$ cat src/rtl/ysyx_23060180_lsu.sv
// Load/store unit: one request in flight, word-addressed data memory with
// 1-cycle read latency, aligned and extended load data back to writeback.
module ysyx_23060180_lsu #(
  parameter int ADDR_W = 32,
  parameter int DATA_W = 32
) (
  input  logic              clk,
  input  logic              rst,
  input  logic              req_valid,
  output logic              req_ready,
  input  logic              req_wen,
  input  logic [1:0]        req_size,
  input  logic              req_unsigned,
  input  logic [ADDR_W-1:0] req_addr,
  input  logic [DATA_W-1:0] req_wdata,
  input  logic [4:0]        req_rd,
  output logic              resp_valid,
  input  logic              resp_ready,
  output logic [DATA_W-1:0] resp_rdata,
  output logic [4:0]        resp_rd,
  output logic              resp_err,
  output logic              mem_rd,
  output logic [ADDR_W-1:0] mem_raddr,
  input  logic [DATA_W-1:0] mem_rdata,
  output logic              mem_wr,
  output logic [ADDR_W-1:0] mem_waddr,
  output logic [DATA_W-1:0] mem_wdata,
  output logic [3:0]        mem_wmask
);

  typedef enum logic [2:0] {S_IDLE, S_RD, S_RWAIT, S_WR, S_RESP} state_t;

  state_t              state_q, state_d;
  logic                wen_q, uns_q, err_q;
  logic [1:0]          size_q;
  logic [ADDR_W-1:0]   addr_q;
  logic [DATA_W-1:0]   wdata_q, data_q, load_ext;
  logic [4:0]          rd_q;
  logic                illegal;
  logic [7:0]          lane_b;
  logic [15:0]         lane_h;

  // Classify the incoming request as misaligned or illegally encoded
  always_comb begin
    illegal = (req_size == 2'b11)
           || (req_size == 2'b01 && req_addr[0])
           || (req_size == 2'b10 && req_addr[1:0] != 2'b00)
           || (req_unsigned && (req_size == 2'b10 || req_wen));
  end

  // Pick the addressed byte/half from the returned word and extend it
  always_comb begin
    lane_b = mem_rdata[{addr_q[1:0], 3'b000} +: 8];
    lane_h = mem_rdata[{addr_q[1], 4'b0000} +: 16];
    case (size_q)
      2'b00:   load_ext = uns_q ? {{(DATA_W-8){1'b0}}, lane_b}
                                : {{(DATA_W-8){lane_b[7]}}, lane_b};
      2'b01:   load_ext = uns_q ? {{(DATA_W-16){1'b0}}, lane_h}
                                : {{(DATA_W-16){lane_h[15]}}, lane_h};
      default: load_ext = mem_rdata;
    endcase
  end

  // State register
  always_ff @(posedge clk or posedge rst) begin
    if (rst) state_q <= S_IDLE;
    else     state_q <= state_d;
  end

  // Request latch on accept; load data capture in RWAIT
  always_ff @(posedge clk or posedge rst) begin
    if (rst) begin
      wen_q   <= 1'b0;
      uns_q   <= 1'b0;
      err_q   <= 1'b0;
      size_q  <= '0;
      addr_q  <= '0;
      wdata_q <= '0;
      rd_q    <= '0;
      data_q  <= '0;
    end else if (state_q == S_IDLE && req_valid) begin
      wen_q   <= req_wen;
      uns_q   <= req_unsigned;
      err_q   <= illegal;
      size_q  <= req_size;
      addr_q  <= req_addr;
      wdata_q <= req_wdata;
      rd_q    <= req_rd;
      data_q  <= '0;
    end else if (state_q == S_RWAIT) begin
      data_q  <= load_ext;
    end
  end

  // Next state and all outputs, decoded from the current state only
  always_comb begin
    state_d    = state_q;
    req_ready  = 1'b0;
    resp_valid = 1'b0;
    resp_rdata = '0;
    resp_rd    = '0;
    resp_err   = 1'b0;
    mem_rd     = 1'b0;
    mem_raddr  = '0;
    mem_wr     = 1'b0;
    mem_waddr  = '0;
    mem_wdata  = '0;
    mem_wmask  = '0;
    case (state_q)
      S_IDLE: begin
        req_ready = 1'b1;
        if (req_valid) begin
          if (illegal)      state_d = S_RESP;
          else if (req_wen) state_d = S_WR;
          else              state_d = S_RD;
        end
      end
      S_RD: begin
        mem_rd    = 1'b1;
        mem_raddr = {addr_q[ADDR_W-1:2], 2'b00};
        state_d   = S_RWAIT;
      end
      S_RWAIT: state_d = S_RESP;
      S_WR: begin
        mem_wr    = 1'b1;
        mem_waddr = {addr_q[ADDR_W-1:2], 2'b00};
        case (size_q)
          2'b00: begin
            mem_wmask = 4'b0001 << addr_q[1:0];
            mem_wdata = {4{wdata_q[7:0]}};
          end
          2'b01: begin
            mem_wmask = 4'b0011 << addr_q[1:0];
            mem_wdata = {2{wdata_q[15:0]}};
          end
          default: begin
            mem_wmask = 4'b1111;
            mem_wdata = wdata_q;
          end
        endcase
        state_d = S_RESP;
      end
      S_RESP: begin
        resp_valid = 1'b1;
        resp_rdata = data_q;
        resp_rd    = (wen_q || err_q) ? 5'd0 : rd_q;
        resp_err   = err_q;
        if (resp_ready) state_d = S_IDLE;
      end
      default: state_d = S_IDLE;
    endcase
  end

endmodule

$ cat config.mk
export PLATFORM = sky130hd
export DESIGN_NAME = ysyx_23060180_lsu
export DESIGN_NICKNAME = d
export VERILOG_FILES = /design/src/rtl/ysyx_23060180_lsu.sv
export SDC_FILE = /design/constraint.sdc
export NUM_CORES = 1
export LEC_CHECK = 0
export BUFFER_PORTS_ARGS = -buffer_cell sky130_fd_sc_hd__buf_2
export CAP_MARGIN = 5
export CORE_MARGIN = 2
export CORE_UTILIZATION = 45
export CTS_CLUSTER_SIZE = 20
export DETAILED_ROUTE_END_ITERATION = 12
export HOLD_SLACK_MARGIN = 0.15
export PLACE_DENSITY_LB_ADDON = 0.08
export SLEW_MARGIN = 20
export SYNTH_ARGS = -nofsm -noshare
export SYNTH_HDL_FRONTEND = slang
export SYNTH_SLANG_ARGS = --single-unit
$ cat constraint.sdc
create_clock -name clk -period 2.75 [get_ports clk]
set_input_delay 0.1375 -clock clk [delete_from_list [all_inputs] [get_ports clk]]
set_output_delay 0.1375 -clock clk [all_outputs]
set_load 0.03 [all_outputs]
==> run summary, run 1 <==
Cell Count, Final, Fillers Out - 1252
result of the run - finished clean
reg-to-reg setup timing slack - 0.64 ns
Yosys warning total - 0
Post-Route WL - 19700 um
Setup Viol. Count Final - 0
synthesized area - 6380 um2
clock sink count - 109
endpoints failing hold - 0
number of global-route vias before repair - 6121
post-CTS setup buffer count - 0
share of power burned in combinational logic - 43.5%
Peak supply drop - 526 uV
Crit Reg-Reg Startpoint - state_q[1]
initial core utilization - 45.9%
antenna violations before repair - 1
average instance area after synthesis - 8.37 um2
global placement routability congestion - 0.857
final-stage net count - 1175
number of max-capacitance violations reported - 0
fraction of the cycle the final worst path needs - 84.6%
per-cell routed wire length - 15.7 um
placed cells - 1146
P_int - 4.45 mW
r2r worst-path depth - 3
critical path class - reg -> out
post-route worst setup slack - 0.424 ns
area of the die - 15100 um2
final cell utilization of the core - 63.9%
Clock Power Share - 17.1%
area share of the largest cell type after synthesis - 42.8%
number of distinct standard cells referenced by the synthesized netlist - 47
Final Critical Period - 2.33 ns
residual DRC count - 0
number of enable flip-flop cells after synthesis - 0
die outline width - 123 um
Worst-Skew Late Latency - 0.35 ns
start point of the worst hold path - mem_rdata[25]
number of placement rows - 43
endpoint type of the worst setup path - primary output
Core Footprint - 13900 um2
list of most frequent post-synthesis cells - sky130_fd_sc_hd__nand2_1, sky130_fd_sc_hd__dfrtp_1, sky130_fd_sc_hd__and2_1, sky130_fd_sc_hd__nor2_1, sky130_fd_sc_hd__a21oi_1
placed instance area - 7690 um2
detail-routed via count per cell - 5.05
Reg2Reg Capture Point - data_q[29]
fraction of the yosys area taken by sequential cells - 42.8%
layout-stage area growth over the synthesis result - 39.2%
top post-synthesis cells by area - sky130_fd_sc_hd__dfrtp_1, sky130_fd_sc_hd__nand2_1, sky130_fd_sc_hd__and2_1
measured slew at the worst slew-check pin - 0.873 ns
maximum fanout along the worst path - 11
post-route worst hold slack - 0.163 ns
Die Height - 123 um
Ports - 251
global-route total usage across every layer - 26.1%
number of antenna-violating nets in the routed design - 0
initial drt markers - 367
synthesized flop and latch total - 109
type of origin of the critical path - flip-flop
layout cell share with drive strength beyond 1 - 30.0%
pin count of the biggest net entering global routing - 77
Post-Route Skew - 0.00954 ns
drt pass-1 iters - 6
Net Switching - 3.26 mW
dominant cell by count in the synthesized netlist - sky130_fd_sc_hd__nand2_1
worst hold path cell count - 3
final cell area excluding filler cells - 8880 um2
TritonCTS Buffers - 9
Post-Synthesis Cells - 762
Max-Slew Margin vs Limit - 41.8%
Req. time, crit path - 2.61 ns
proportion of total power due to net switching - 42.3%
hold endpoint - data_q[25]
HP Class - in -> reg
static leakage power - 4.71 nW
clock input transition at the sequential cells of the worst setup and hold paths - 0.08 ns
detailed placement HPWL - 13100 um
number of instances resized during post-cts repair - 0
setup_tns - 0 ns
vias post-DR - 6326
input/output buffers - 246
Clk Tree Root Cell - sky130_fd_sc_hd__clkbuf_16
depth of the CTS H-tree - 3
wire length of the first global-routing pass - 30900 um
CTS max path bufs - 2
number of fill cells in the layout - 1253
share of async-settable or async-resettable flops after synthesis - 100%
worst path arrival time - 2.19 ns
setup repair after global routing missed its margin - no
power density cells - 869 nW/um2
max-slew violations - 0
portion of total power attributed to sequential cells - 39.4%
Peak Freq - 430 MHz
CTS tree - built
post-layout power - 7.71 mW
commonest register cell after synthesis - sky130_fd_sc_hd__dfrtp_1
biggest area consumer among synthesized cells - sky130_fd_sc_hd__dfrtp_1
pre-CTS setup slack - 0.642 ns
sum of overflow across all layers after global routing - 0
==> power by group through the flow <==
| stage | registers [mW] | clock network [mW] | logic, mW |
|---|---|---|---|
| floorplan | 2.72 | 0 | 2.68 |
| global placement | 3.05 | 0 | 3.19 |
| detailed placement | 3.06 | 0 | 3.25 |
| CTS | 3.04 | 1.34 | 3.36 |
| global route | 3.16 | 1.42 | 3.74 |
| finish | 3.04 | 1.32 | 3.35 |
==> registers in the layout, indices dropped and copies added, names as in the netlist <==
name	count
wen_q	1
addr_q	32
rd_q	5
data_q	32
uns_q	1
err_q	1
size_q	2
wdata_q	32
state_q	3
==> critical path, stage by stage (launching register included) <==
cell and delay, ns:
sky130_fd_sc_hd__dfrtp_1 0.61, sky130_fd_sc_hd__nor3b_4 0.26, sky130_fd_sc_hd__nor3b_1 0.53, sky130_fd_sc_hd__and2_1 0.23, sky130_fd_sc_hd__buf_2 0.20
==> cells by family after synthesis <==
kind of cell | synth area share [%]
compound gates | 11.1
simple gates | 34.6
other cells | 0.0588
flops | 42.8
mux | 5.67
buf+inv | 5.83
==> worst max-delay path by stage <==
stage,start,to
CTS,state_q[2],resp_rd[0]
finish,state_q[2],resp_rd[1]
global placement,state_q[1],data_q[27]
detailed placement,state_q[1],data_q[29]
floorplan,addr_q[1],mem_wmask[2]
global route,state_q[2],resp_rd[1]
==> cells in the final DEF, fill, tap and decap left out, types with 5 or more instances in the layout <==
| master | Yosys | layout |
|---|---|---|
| sky130_fd_sc_hd__nor2b_1 | 7 | 7 |
| sky130_fd_sc_hd__o311ai_0 | 5 | 5 |
| sky130_fd_sc_hd__o21a_1 | 8 | 8 |
| sky130_fd_sc_hd__a21oi_1 | 26 | 26 |
| sky130_fd_sc_hd__nor2_1 | 36 | 36 |
| sky130_fd_sc_hd__nor3b_1 | 9 | 9 |
| sky130_fd_sc_hd__dfrtp_1 | 109 | 108 |
| sky130_fd_sc_hd__nand2b_1 | 8 | 8 |
| sky130_fd_sc_hd__dlygate4sd3_1 | 0 | 89 |
| sky130_fd_sc_hd__clkbuf_16 | 0 | 9 |
| sky130_fd_sc_hd__o311ai_2 | 9 | 9 |
| sky130_fd_sc_hd__mux2i_1 | 8 | 8 |
| sky130_fd_sc_hd__and3b_1 | 7 | 7 |
| sky130_fd_sc_hd__mux2_2 | 9 | 9 |
| sky130_fd_sc_hd__a31oi_1 | 7 | 7 |
| sky130_fd_sc_hd__a32o_1 | 8 | 8 |
| sky130_fd_sc_hd__buf_2 | 20 | 246 |
| sky130_fd_sc_hd__o21ai_0 | 20 | 20 |
| sky130_fd_sc_hd__nand2_1 | 257 | 257 |
| sky130_fd_sc_hd__and2_1 | 107 | 107 |
| sky130_fd_sc_hd__buf_4 | 7 | 16 |
| sky130_fd_sc_hd__inv_1 | 6 | 5 |
| sky130_fd_sc_hd__nand3_1 | 16 | 16 |
| sky130_fd_sc_hd__mux4_2 | 8 | 8 |
==> final cells by class <==
type	count	area, um2	area share (%)
Clock inverter	5	61.3	0.691
Tap cell	180	225	2.54
Sequential cell	109	2730	30.7
Antenna cell	1	2.50	0.0282
Timing Repair Buffer	353	2280	25.7
Inverter	7	30.0	0.338
Multi-Input combinational cell	586	3310	37.3
Clock buffer	11	233	2.62
==> metal layers <==
metal / global-route usage (%) / vias to the layer above / wire length, um
met3: 5.63 / 14 / 978
met2: 44.7 / 189 / 9920
met1: 34.6 / 3032 / 8590
li1: - / 3091 / -
met4: 4.69 / 0 / 168
met5: 0 / - / 0
==> repair_timing <==
action                                 CTS  global route
hold buffers                            89             0
setup endpoints to repair                0             0
endpoints found under the hold margin  113             0
No activity file was read; power rests on OpenSTA's default activity.
==> run 2, diff against run 1 <==
--- a/config.mk
+++ b/config.mk
@@ -5,10 +5,11 @@
 export SDC_FILE = /design/constraint.sdc
 export NUM_CORES = 1
 export LEC_CHECK = 0
+export ABC_AREA = 1
 export BUFFER_PORTS_ARGS = -buffer_cell sky130_fd_sc_hd__buf_2
 export CAP_MARGIN = 5
 export CORE_MARGIN = 2
-export CORE_UTILIZATION = 45
+export CORE_UTILIZATION = 44
 export CTS_CLUSTER_SIZE = 20
 export DETAILED_ROUTE_END_ITERATION = 12
 export HOLD_SLACK_MARGIN = 0.15
==> constraint.sdc (replaced) <==
create_clock -name clk -period 1.9 [get_ports clk]
set_input_delay 0.095 -clock clk [delete_from_list [all_inputs] [get_ports clk]]
set_output_delay 0.095 -clock clk [all_outputs]
set_load 0.03 [all_outputs]
==> run 2 against run 1 <==
Cell count up 12%. Sequential power rose by 30%. Largest power group unchanged. Non-clock buffer count up 10. Count of clock-buffer cells in the layout shrank 1. Die area fell by 3.3%. First-iteration DRC count rose by 38%. Wire length shrank 3.3%. Flip-flop and latch count did not move. Critical endpoint is now mem_wdata[17].
==> run summary, run 2 <==
result of the run - finished clean
list of most frequent post-synthesis cells - sky130_fd_sc_hd__nand2_1, sky130_fd_sc_hd__nor2_1, sky130_fd_sc_hd__inv_1, sky130_fd_sc_hd__dfrtp_1, sky130_fd_sc_hd__o21ai_0
synthesized area - 6030 um2
Worst-Skew Late Latency - 0.35 ns
Post-Synthesis Cells - 888
endpoint type of the worst setup path - primary output
met2 track demand over resource in global routing - 44.7%
power density cells - 1310 nW/um2
most frequent cell on the critical path - sky130_fd_sc_hd__buf_4
final cell utilization of the core - 66.1%
CP peak stage delay - 0.45 ns
share of async-settable or async-resettable flops after synthesis - 100%
number of distinct standard cells referenced by the synthesized netlist - 29
number of antenna-violating nets in the routed design - 0
detail-routed via count per cell - 4.74
final-stage net count - 1327
type of origin of the critical path - flip-flop
Req. time, crit path - 1.80 ns
Post-Route Skew - 0.00854 ns
residual DRC count - 0
setup repair after global routing missed its margin - yes
gr busiest metal - met2
maximum fanout along the worst path - 6
Die Height - 121 um
number of global-route vias before repair - 6165
initial core utilization - 45.3%
worst path arrival time - 1.71 ns
area of the die - 14600 um2
biggest area consumer among synthesized cells - sky130_fd_sc_hd__dfrtp_1
Ports - 251
number of placement rows - 42
post-layout power - 11.5 mW
CTS tree - built
synthesized flop and latch total - 109
die outline width - 121 um
drt pass-1 iters - 5
pin count of the biggest net entering global routing - 68
initial drt markers - 506
HP Class - in -> reg
highest-delay cell along the critical path - sky130_fd_sc_hd__dfrtp_1
Yosys warning total - 0
clock sink count - 109
average instance area after synthesis - 6.79 um2
number of diodes added for antenna fixing - 0
Global Route met1 Usage - 31.8%
Clk Tree Root Cell - sky130_fd_sc_hd__clkbuf_16
Storage cell area - 2730 um2
Peak Freq - 554 MHz
Post-Route WL - 19000 um
number of max-capacitance violations reported - 0
vias post-DR - 6633
global placement routability congestion - 0.912
depth of the CTS H-tree - 3
layout-stage area growth over the synthesis result - 45.8%
per-cell routed wire length - 13.6 um
top post-synthesis cells by area - sky130_fd_sc_hd__dfrtp_1, sky130_fd_sc_hd__nand2_1, sky130_fd_sc_hd__nor2_1
fraction of the cycle the final worst path needs - 95.0%
start point of the worst hold path - mem_rdata[21]
launching element of the worst setup path - state_q[0]
global-route met3 utilization - 4.51%
antenna violations before repair - 0
dominant cell by count in the synthesized netlist - sky130_fd_sc_hd__nand2_1
Peak supply drop - 672 uV
static leakage power - 4.95 nW
biggest regs - addr_q (32), data_q (32), wdata_q (32)
sum of overflow across all layers after global routing - 0
input/output buffers - 246
pre-CTS setup slack - 0.0512 ns
endpoints failing hold - 0
post-route worst setup slack - 0.0950 ns
Final Critical Period - 1.80 ns
total area of multi-input combinational cells - 2590 um2
area share of the largest cell type after synthesis - 45.3%
max-slew violations - 0
wire length of the first global-routing pass - 29700 um
TritonCTS Buffers - 9
number of fill cells in the layout - 1189
layout cell share with drive strength beyond 1 - 25.4%
clock input transition at the sequential cells of the worst setup and hold paths - 0.08 ns
detailed placement HPWL - 13200 um
fraction of the yosys area taken by sequential cells - 45.3%
commonest register cell after synthesis - sky130_fd_sc_hd__dfrtp_1
commonest cells after routing, fill and taps aside - sky130_fd_sc_hd__nand2_1, sky130_fd_sc_hd__buf_2, sky130_fd_sc_hd__nor2_1
critical path, cell by cell - nand3_4 > clkinvlp_4 > buf_4 > buf_4 > nand2_1 > inv_1 > buf_2
most common cell after layout, fill and taps aside - sky130_fd_sc_hd__nand2_1
number of enable flip-flop cells after synthesis - 0
Setup Viol. Count Final - 0
global-route total usage across every layer - 25.6%
Core Footprint - 13300 um2
Crit Reg-Reg Startpoint - state_q[0]
critical path class - reg -> out
CTS max path bufs - 2
-- run 2: changes by cell type in the layout (fill, tap and decap cells not counted), moves of 9 or more --
cell,previous run,this run
sky130_fd_sc_hd__a21oi_1,26,16
sky130_fd_sc_hd__mux2_2,9,0
sky130_fd_sc_hd__and2_1,107,0
sky130_fd_sc_hd__o21ai_0,20,98
sky130_fd_sc_hd__nor3b_1,9,0
sky130_fd_sc_hd__nor2_1,36,160
sky130_fd_sc_hd__o311ai_2,9,0
sky130_fd_sc_hd__inv_1,5,118
sky130_fd_sc_hd__nand2_1,257,284
-- run 2: cells by family after synthesis --
logic type	Yosys count	share of synthesized area, %
other	1	0.0622
buffers and inverters	175	12.6
AND/OR/NAND/NOR	474	31.0
flip-flops	109	45.3
AO/OA/AOI/OAI	129	11.1
-- run 2: final cells by class --
class	instances	area share, %
clock buffer	10	2.72
multi-input combinational	607	29.5
timing repair buffer	363	27.8
timing repair inverter	3	0.256
clock inverter	6	0.755
tap	176	2.51
inverter	125	5.47
sequential	109	31.1
-- run 2: path summary, 6_finish.rpt --
kind | to | slack [ns] | cells after the start
max | mem_wdata[17] | 0.1 | 7
min | data_q[21] | 0.16 | 5
max reg2reg | state_q[2] | 0.12 | 5
min reg2reg | data_q[17] | 0.48 | 2
max in group asynchronous | wdata_q[15] | 1.14 | 4
min in group asynchronous | data_q[10] | 0.25 | 3
-- run 2: stage by stage --
stage / area (um2) / hold WS, ns / TNS, ns / instances
after detailed placement: 7430 / 0.0855 / 0 / 1283
after global routing: 8790 / 0.181 / -0.141 / 1399
after CTS: 8690 / 0.153 / 0 / 1394
after global placement: 7430 / 0.0857 / 0 / 1283
after floorplan: 6040 / 0.212 / 0 / 891
final: 8790 / 0.160 / 0 / 1399
-- run 2: per-layer routing --
metal	part of all wire [%]	vias up
li1	-	3324
met1	42	3062
met2	50	218
met3	6.0	29
met4	2.1	0
met5	0	-
-- run 2: worst max-delay path: cells and delay by family (launching register included) --
family,cells,cell delay [ns]
flops,1,0.45
buf+inv,5,0.67
simple gates,2,0.24
-- run 2: repair_timing --
action                                 CTS  global route
cloned                                   0             3
setup buffers                            0             2
setup endpoints to repair                4            46
endpoints found under the hold margin  200             0
hold buffers                            95             0
resized for setup                        2            24
-- run 2: where the power goes --
group          switching [mW]  total, mW  leakage [nW]  internal, mW
combinational            3.78       5.58          3.41          1.80
clock                   0.901       1.97         0.154          1.07
sequential              0.539       3.95          1.39          3.41
==> run 3, diff against run 2 <==
--- a/config.mk
+++ b/config.mk
@@ -13,7 +13,9 @@
 export CTS_CLUSTER_SIZE = 20
 export DETAILED_ROUTE_END_ITERATION = 12
 export HOLD_SLACK_MARGIN = 0.15
+export MAX_ROUTING_LAYER = met4
 export PLACE_DENSITY_LB_ADDON = 0.08
+export SETUP_SLACK_MARGIN = 0.3
 export SLEW_MARGIN = 20
 export SYNTH_ARGS = -nofsm -noshare
 export SYNTH_HDL_FRONTEND = slang
==> run 3 against run 2 <==
Cell count increased by 1.6%. Non-clock buffer count increased by 23. Critical endpoint is now mem_raddr[16]. Clock power decreased by 3%. Fmax increased by 3.6%. Combinational power increased by 22%. Sequential share of layout area decreased by 2.6 points. Final area increased by 9.3%.
==> run summary, run 3 (same netlist as run 2, synthesis figures left out) <==
result of the run - finished clean
number of antenna-violating nets in the routed design - 0
pin count of the biggest net entering global routing - 110
fraction of the cycle the final worst path needs - 91.7%
Worst-Skew Late Latency - 0.36 ns
initial core utilization - 45.3%
number of max-capacitance violations reported - 0
number of global-route vias before repair - 6509
residual DRC count - 0
setup repair after global routing missed its margin - yes
Ports - 251
clock sink count - 109
Reg2Reg Capture Point - data_q[22]
global-route total usage across every layer - 28.2%
Setup Viol. Count Final - 0
Peak supply drop - 674 uV
biggest regs - addr_q (32), data_q (32), wdata_q (32)
number of fill cells in the layout - 1070
final cell area excluding filler cells - 9600 um2
most common cell after layout, fill and taps aside - sky130_fd_sc_hd__nand2_1
layout cell share with drive strength beyond 1 - 30.2%
antenna violations before repair - 0
Core Footprint - 13300 um2
CTS max path bufs - 2
CTS tree - built
maximum fanout along the worst path - 20
Die Height - 121 um
setup_tns - 0 ns
endpoints failing hold - 0
wire length of the first global-routing pass - 31500 um
clock input transition at the sequential cells of the worst setup and hold paths - 0.07 ns
static leakage power - 5.08 nW
endpoint type of the worst setup path - primary output
max-slew violations - 0
Clk Tree Root Cell - sky130_fd_sc_hd__clkbuf_16
input/output buffers - 246
Crit Reg-Reg Startpoint - state_q[1]
critical path class - reg -> out
HP Class - in -> reg
number of diodes added for antenna fixing - 0
drt pass-1 iters - 5
layout-stage area growth over the synthesis result - 59.4%
Req. time, crit path - 1.80 ns
number of placement rows - 42
type of origin of the critical path - flip-flop
commonest cells after routing, fill and taps aside - sky130_fd_sc_hd__nand2_1, sky130_fd_sc_hd__nor2_1, sky130_fd_sc_hd__buf_2
placed instance area - 7380 um2
TritonCTS Buffers - 9
detail-routed via count per cell - 4.94
reg-to-reg setup timing slack - 0.22 ns
Final Critical Period - 1.74 ns
power density cells - 1330 nW/um2
measured slew at the worst slew-check pin - 0.648 ns
global placement routability congestion - 0.914
vias post-DR - 7022
hold endpoint - data_q[21]
start point of the worst hold path - mem_rdata[21]
Post-Route Skew - 0.00453 ns
sum of overflow across all layers after global routing - 0
final-stage net count - 1351
worst hold path cell count - 5
per-cell routed wire length - 15.2 um
Max-Slew Margin vs Limit - 56.8%
Peak Freq - 574 MHz
initial drt markers - 508
depth of the CTS H-tree - 3
area of the die - 14600 um2
Post-Route WL - 21700 um
worst path arrival time - 1.65 ns
detailed placement HPWL - 13100 um
r2r worst-path depth - 8
die outline width - 121 um
## run 3: per-stage QoR
stage	utilization (%)	hold WS [ns]	worst slack, ns	power, mW	std cells
3_3_place_gp	55.5	0.296	0.307	9.20	1281
6_report	72.2	0.170	0.158	12.8	1422
2_1_floorplan	-	0.212	0.200	7.90	891
4_1_cts	68.3	0.156	0.201	11.9	1408
3_5_place_dp	55.5	0.301	0.255	9.28	1281
5_1_grt	72.2	0.200	0.0957	13.7	1422
## run 3: worst max-delay path, cell delays in order, from the launching register on
cell                      delay, ns
sky130_fd_sc_hd__dfrtp_2       0.45
sky130_fd_sc_hd__nor2_2        0.20
sky130_fd_sc_hd__nand2_2       0.10
sky130_fd_sc_hd__buf_6         0.18
sky130_fd_sc_hd__nor2_1        0.16
sky130_fd_sc_hd__buf_4         0.20
## run 3: per-layer routing
| metal | vias up | GRT usage (%) | part of all wire, % |
|---|---|---|---|
| met5 | - | - | 0 |
| met4 | 0 | 11.7 | 3.0 |
| met3 | 51 | 4.09 | 6.2 |
| met2 | 307 | 47.6 | 51 |
| met1 | 3284 | 33.9 | 40 |
| li1 | 3380 | - | - |
## run 3: how the worst max path moves through the flow
| stage | startpoint | endpoint | slack, ns | cells after the start |
|---|---|---|---|---|
| 5_1_grt | state_q[1] | mem_raddr[16] | 0.1 | 5 |
| 3_5_place_dp | size_q[0] | data_q[19] | 0.26 | 7 |
| 2_1_floorplan | state_q[2] | mem_wmask[1] | 0.20 | 6 |
| 4_1_cts | state_q[2] | mem_wdata[15] | 0.20 | 5 |
| 3_3_place_gp | size_q[0] | data_q[29] | 0.31 | 7 |
| 6_report | state_q[1] | mem_raddr[16] | 0.16 | 5 |
## run 3: cell type report
class	instances	area, um2	area share [%]
flip-flops and latches	109	2730	28.5
inverters	125	490	5.11
repair buffers	386	3070	32.0
clock buffers	12	246	2.57
clock inverters	3	46.3	0.482
multi-input cells	610	2790	29.0
repair inverters	1	7.51	0.0782
well taps	176	220	2.29
## run 3: report_power, final
group / switching [mW] / internal [mW]
Combinational: 4.39 / 2.44
Clock: 0.861 / 1.06
Sequential: 0.587 / 3.42
Total: 5.84 / 6.91
## run 3: timing repair
item                                    in CTS  in global routing
pin swaps                                    7                  8
resized for setup                          114                147
hold buffers                                98                  0
setup buffers                               11                 10
endpoints found under the setup margin     153                229
hold endpoints to repair                   201                  0
gates cloned                                 3                  4
